## src/rtl/m_ext_pkg.sv

```systemverilog
// Shared types for the EX-stage M-extension unit: operation codes and the
// divider state encoding, plus small decode helpers.
package m_ext_pkg;

  typedef enum logic [1:0] {
    DIV  = 2'b00,
    DIVU = 2'b01,
    REM  = 2'b10,
    REMU = 2'b11
  } div_op_t;

  typedef enum logic [1:0] {
    IDLE,
    CALC,
    FIX,
    DONE
  } div_state_t;

  function automatic logic op_is_signed(input div_op_t op);
    return (op == DIV) || (op == REM);
  endfunction

  function automatic logic op_is_rem(input div_op_t op);
    return (op == REM) || (op == REMU);
  endfunction

endpackage

```

## src/rtl/div_step.sv

```systemverilog
// One radix-2 non-restoring iteration: shift in the next dividend bit, then
// add or subtract the divisor depending on the sign of the partial remainder.
module div_step #(
  parameter int XLEN = 32
) (
  input  logic [XLEN:0]   rem_in,
  input  logic [XLEN-1:0] divisor,
  input  logic            next_bit,
  output logic [XLEN:0]   rem_out,
  output logic            q_bit
);

  logic [XLEN:0] shifted;

  assign shifted = {rem_in[XLEN-1:0], next_bit};

  // A negative remainder is repaired on the following step by adding instead
  // of restoring immediately; the true value always fits in XLEN+1 bits.
  assign rem_out = rem_in[XLEN] ? shifted + {1'b0, divisor}
                                : shifted - {1'b0, divisor};
  assign q_bit   = ~rem_out[XLEN];

endmodule

```

## src/rtl/div_unit_seq.sv

```systemverilog
// Iterative radix-2 non-restoring divider for RV32M DIV/DIVU/REM/REMU.
// Works on magnitudes and applies RISC-V sign rules in a single fix-up cycle.
module div_unit_seq
  import m_ext_pkg::*;
#(
  parameter int XLEN = 32
) (
  input  logic            i_clk,
  input  logic            i_rst,
  input  logic            i_valid,
  output logic            o_ready,
  input  logic [1:0]      i_op,
  input  logic [XLEN-1:0] i_dividend,
  input  logic [XLEN-1:0] i_divisor,
  input  logic            i_flush,
  output logic            o_valid,
  input  logic            i_ready,
  output logic [XLEN-1:0] o_result
);

  localparam logic [5:0]      LAST_CNT = 6'(XLEN - 1);
  localparam logic [XLEN-1:0] MIN_NEG  = {1'b1, {(XLEN-1){1'b0}}};

  div_state_t      state;
  logic [5:0]      cnt;
  logic            rem_sel_q;
  logic            neg_quo_q;
  logic            neg_rem_q;
  logic [XLEN-1:0] quo_q;
  logic [XLEN-1:0] dvs_q;
  logic [XLEN:0]   rem_q;

  div_op_t         op;
  logic            is_signed;
  logic            sign_a;
  logic            sign_b;
  logic            div_zero;
  logic            overflow;
  logic            accept;
  logic [XLEN-1:0] mag_a;
  logic [XLEN-1:0] mag_b;
  logic [XLEN-1:0] special_res;

  // Request decode; the most-negative value negates to itself, which is
  // exactly its unsigned magnitude.
  always_comb begin
    op          = div_op_t'(i_op);
    is_signed   = op_is_signed(op);
    sign_a      = is_signed & i_dividend[XLEN-1];
    sign_b      = is_signed & i_divisor[XLEN-1];
    mag_a       = sign_a ? -i_dividend : i_dividend;
    mag_b       = sign_b ? -i_divisor : i_divisor;
    div_zero    = (i_divisor == '0);
    overflow    = is_signed && (i_dividend == MIN_NEG) && (&i_divisor);
    accept      = i_valid & o_ready & ~i_flush;
    special_res = div_zero ? (op_is_rem(op) ? i_dividend : '1)
                           : (op_is_rem(op) ? '0 : MIN_NEG);
  end

  logic [XLEN:0] step_rem;
  logic          step_q;

  div_step #(.XLEN(XLEN)) u_step (
    .rem_in   (rem_q),
    .divisor  (dvs_q),
    .next_bit (quo_q[XLEN-1]),
    .rem_out  (step_rem),
    .q_bit    (step_q)
  );

  logic [XLEN-1:0] rem_mag;
  logic [XLEN-1:0] fix_res;

  always_comb begin
    rem_mag = rem_q[XLEN] ? rem_q[XLEN-1:0] + dvs_q : rem_q[XLEN-1:0];
    fix_res = rem_sel_q ? (neg_rem_q ? -rem_mag : rem_mag)
                        : (neg_quo_q ? -quo_q : quo_q);
  end

  // quo_q starts as the dividend magnitude and fills with quotient bits as
  // the dividend bits shift out of its top.
  always_ff @(posedge i_clk or posedge i_rst) begin
    if (i_rst) begin
      state     <= IDLE;
      cnt       <= '0;
      o_ready   <= 1'b1;
      o_valid   <= 1'b0;
      o_result  <= '0;
      rem_sel_q <= 1'b0;
      neg_quo_q <= 1'b0;
      neg_rem_q <= 1'b0;
      quo_q     <= '0;
      dvs_q     <= '0;
      rem_q     <= '0;
    end else begin
      case (state)
        IDLE: begin
          if (accept) begin
            o_ready   <= 1'b0;
            rem_sel_q <= op_is_rem(op);
            neg_quo_q <= sign_a ^ sign_b;
            neg_rem_q <= sign_a;
            if (div_zero || overflow) begin
              o_result <= special_res;
              o_valid  <= 1'b1;
              state    <= DONE;
            end else begin
              quo_q <= mag_a;
              dvs_q <= mag_b;
              rem_q <= '0;
              cnt   <= '0;
              state <= CALC;
            end
          end
        end
        CALC: begin
          if (i_flush) begin
            cnt     <= '0;
            o_ready <= 1'b1;
            state   <= IDLE;
          end else begin
            rem_q <= step_rem;
            quo_q <= {quo_q[XLEN-2:0], step_q};
            if (cnt == LAST_CNT) begin
              cnt   <= '0;
              state <= FIX;
            end else begin
              cnt <= cnt + 6'd1;
            end
          end
        end
        FIX: begin
          if (i_flush) begin
            o_ready <= 1'b1;
            state   <= IDLE;
          end else begin
            o_result <= fix_res;
            o_valid  <= 1'b1;
            state    <= DONE;
          end
        end
        DONE: begin
          if (i_flush || i_ready) begin
            o_valid <= 1'b0;
            o_ready <= 1'b1;
            state   <= IDLE;
          end
        end
        default: begin
          o_valid <= 1'b0;
          o_ready <= 1'b1;
          state   <= IDLE;
        end
      endcase
    end
  end

endmodule
```

## config.mk

```make
export PLATFORM = sky130hd
export DESIGN_NAME = div_unit_seq
export DESIGN_NICKNAME = d
export VERILOG_FILES = /design/src/rtl/m_ext_pkg.sv /design/src/rtl/div_step.sv /design/src/rtl/div_unit_seq.sv
export SDC_FILE = /design/constraint.sdc
export NUM_CORES = 1
export LEC_CHECK = 0
export ABC_AREA = 1
export ABC_CLOCK_PERIOD_IN_PS = 9800
export CAP_MARGIN = 10
export CORE_MARGIN = 5
export CORE_UTILIZATION = 60
export DETAILED_ROUTE_END_ITERATION = 10
export GPL_TIMING_DRIVEN = 0
export PLACE_DENSITY = 0.84
export SLEW_MARGIN = 20
export SYNTH_ARGS = -nofsm -noshare
export SYNTH_HDL_FRONTEND = slang
export SYNTH_SLANG_ARGS = --single-unit
```

## constraint.sdc

```tcl
create_clock -name i_clk -period 9.8 [get_ports i_clk]
set_input_delay 1.47 -clock i_clk [delete_from_list [all_inputs] [get_ports i_clk]]
set_output_delay 1.47 -clock i_clk [all_outputs]
set_load 0.02 [all_outputs]
```

==> impl_metrics.csv <==
group,metric,value,unit
setup_path,crit_type,"reg -> reg",
detailed_routing,drt-total-wl,55.6,mm
finish,layout.nets,2700,
sta,finalSetupTns,0,ns
placed_design,dp_hpwl,45.1,mm
placed_design,gp_congestion,1.03,
run_status,outcome,"finished clean",
global_route,grt_pass1_wl,86.7,mm
pwr,internal_power,2.58,mW
die,initial_core_util,0.612,
detailed_routing,dr.first_iter.drc_count,2563,
placed_design,dpl_cell_area,16500,µm²
synth,syn-mean-instance-area,6.16,µm²
detailed_routing,ant_nets,0,
clock_tree,numClockSinks,142,
die,fp-row-count,57,
synth,synth_top_area_frac,0.236,
clock_tree,post_cts_resized,0,
hold_path,hold_end,"o_result[26]$_DFFE_PP0P_",
pwr,cellLeakagePower,8.43,nW
global_route,grt_max_degree,86,
die,die_w,168,µm
placed_design,dp.cells,2858,
finish,drive_above_1_share,0.0573,
synth,ys_seq_area_frac,0.237,
job,max_cap_viol_count,0,
sta,period_share,0.548,
detailed_routing,vias,17400,
setup_path,r2r_end,"quo_q[0]$_DFFE_PP0P_",
finish,synthToLayoutAreaGrowth,13.7,%
clock_tree,cts_max_level,4,
sta,hold_violations,0,
detailed_routing,dr.pass1.iters,6,
clock_tree,cts_root_buf,"clkbuf_16",
synth,ys_types,56,
finish,final_cells,2890,
pwr,netSwitchingFraction,0.583,
pwr,clkPwrFrac,0.105,
clock_tree,cts_tree,"built",
die,core_area,24500,µm²
detailed_routing,drc,0,
sta,hold_ws,0.485,ns
die,dieArea,28200,µm²
hold_path,worstHoldStart,"o_result[26]$_DFFE_PP0P_",
setup_path,r2r_start,"rem_q[32]$_DFFE_PP0P_",
synth,yosys_warnings,0,
finish,num_antenna_cells,0,
sta,worst_clock_skew,0.0166,ns
pwr,p_seq_frac,0.188,
synth,netlist_top_cells_area,"dfrtp_1, nand2_1, inv_1",
synth,yosys.area.top_type,"dfrtp_1",
pwr,switchingPower,3.61,mW
clock_tree,post_cts_buffers,0,
pwr,ir_drop,0.206,mV
clock_tree,clock_latency,0.44,ns
sta,fin_crit,5.37,ns
pwr,total_power,6.19,mW
finish,multiInputGateArea,9830,µm²
sta,setup_slack,4.43,ns
synth,syn_inst,2429,
setup_path,critical_path.max_fanout,10,
global_route,track_usage,0.386,
sta,fmax,186,MHz
setup_path,critPathArrivalTime,5.73,ns
global_route,gr-total-overflow,0,
pwr,power.density,364,nW/µm²
placed_design,place_ws,4.67,ns
pwr,power_frac_comb,0.707,
hold_path,hp-class,"reg -> reg",
sta,drv_slew,0,
setup_path,cp_data_required_time,10.16,ns
synth,synth_area,15000,µm²
die,die-height,168,µm
clock_tree,clockBufferDepth,2,
finish,fin_util,0.696,
clock_tree,path_clk_slew,0.07,ns
hold_path,holdPathStages,2,
setup_path,endpoint_kind,"register",
sta,tightest_slew,0.848,ns
global_route,grt_pass1_vias,16100,
detailed_routing,viasPerCell,6.01,
setup_path,startpoint,"rem_q[32]$_DFFE_PP0P_",
clock_tree,cts-buffers-inserted,17,
finish,final_area,17000,µm²
die,ios,105,
sta,finalSetupViolations,0,
sta,slew_headroom,0.427,
detailed_routing,routedWlPerCell,19.2,µm
sta,rsz0062_at_grt,"false",
synth,ys_ff_latch,142,
finish,regArea,3550,µm²
setup_path,worst_setup_path_start_kind,"register",
setup_path,r2r_cells,23,
finish,nFillCells,2198,
synth,syn_nets,2576,
placed_design,numPortBuffers,104,
global_route,grt_antenna_before_repair,1,
clock_tree,hold_buffers,0,
setup_path,r2r_slack,4.43,ns
-- power groups by stage --
| stage | clock (mW) | sequential, mW | combinational (mW) |
|---|---|---|---|
| CTS | 0.644 | 1.13 | 4.23 |
| finish | 0.651 | 1.17 | 4.37 |
| floorplan | 0 | 1.06 | 3.01 |
| global route | 0.674 | 1.18 | 4.79 |
| global placement | 0 | 1.13 | 4.10 |
| detailed placement | 0 | 1.14 | 4.19 |
-- area by class of cell --
class | instances | share of cell area
inverters | 343 | 0.0762
well taps | 324 | 0.0238
plain buffers | 70 | 0.0177
clock inverters | 14 | 0.00735
multi-input cells | 1874 | 0.577
repair buffers | 105 | 0.0628
clock buffers | 18 | 0.0258
flip-flops and latches | 142 | 0.209
-- layout by cell type (no fill, tap or decap), types with 5 or more instances in the layout --
cell / instances
nand2_1: 702
inv_1: 319
nor2_1: 205
nand3_1: 189
o21ai_0: 168
dfrtp_1: 141
a21oi_1: 121
clkdlybuf4s50_1: 104
xor2_1: 77
ha_1: 74
clkbuf_1: 46
nor3_1: 44
nand4_1: 40
o211ai_1: 31
xnor2_1: 27
o21ai_1: 23
nor4_1: 20
o22ai_1: 19
clkbuf_16: 17
inv_2: 15
nand2_2: 15
buf_2: 15
nor2_2: 14
nand3_2: 13
o31ai_1: 11
or2_2: 10
a31oi_1: 9
o221ai_1: 8
clkinv_1: 7
a21o_1: 7
o21ai_2: 5
nor2_4: 5
buf_1: 5
clkinv_4: 5
-- synth_stat cells, drive strengths merged --
| master | number |
|---|---|
| and3 | 1 |
| o21ai | 196 |
| a221oi | 1 |
| clkbuf | 47 |
| a21oi | 121 |
| nor4 | 21 |
| fa | 2 |
| nand3b | 4 |
| o21bai | 3 |
| clkinv | 7 |
| o221ai | 8 |
| buf | 23 |
| nand3 | 204 |
| or2 | 10 |
| inv | 336 |
| ha | 74 |
| o21a | 2 |
| nand2 | 719 |
| dfrtp | 141 |
| nor2 | 225 |
| a31oi | 9 |
| xor2 | 77 |
| o22ai | 19 |
| o41ai | 2 |
| o211ai | 31 |
| a21boi | 3 |
| nor3 | 51 |
| a211o | 1 |
| nand4 | 40 |
| dfstp | 1 |
| or3 | 1 |
| a31o | 1 |
| o311ai | 3 |
| o31ai | 11 |
| xnor2 | 27 |
| a21o | 7 |
-- worst max-delay path, stage by stage (launching register included) --
cell and delay, ns:
dfrtp_1 0.34, buf_6 0.16, clkbuf_1 0.46, buf_2 0.36, clkbuf_1 0.53, clkbuf_1 0.46, nand2_1 0.08, o21ai_0 0.12
inv_1 0.12, fa_1 0.43, inv_1 0.10, nand2_1 0.05, inv_1 0.07, nand2_1 0.05, nand2_1 0.12, a21oi_1 0.15
o21bai_2 0.28, nand4_1 0.22, a21boi_0 0.22, nor2_1 0.08, or2_2 0.29, a21oi_1 0.31, o21ai_0 0.15, nand2_1 0.10
-- state kept, by name, summed over array words and instances (netlist names), 2 cells and up --
| signal | flops |
|---|---|
| dvs_q | 32 |
| quo_q | 32 |
| rem_q | 33 |
| o_result | 32 |
| state | 2 |
| cnt | 6 |
-- cells by family after synthesis --
kind of cell,after synthesis,share of synthesized area
compound gates,418,0.157
xor+xnor,104,0.0608
fa+ha+maj,76,0.0645
buf+inv,413,0.106
flops,142,0.237
simple gates,1276,0.374
-- how the worst max path moves through the flow --
stage,depth (start not counted),slack [ns],to
CTS,23,4.61,quo_q[0]$_DFFE_PP0P_
global placement,2,2.67,o_result[14]$_DFFE_PP0P_
detailed placement,18,4.67,o_result[31]$_DFFE_PP0P_
floorplan,1,4.52,cnt[0]$_DFFE_PP0P_
finish,23,4.43,quo_q[0]$_DFFE_PP0P_
global route,23,4.13,quo_q[0]$_DFFE_PP0P_
-- layer usage --
metal,track usage,up-vias,wire length (µm)
met4,0.119,2,1720
met5,0,-,13
met1,0.545,7883,23100
met3,0.125,143,7930
li1,-,8199,-
met2,0.562,1133,22800
No activity file was read; power rests on OpenSTA's default activity.
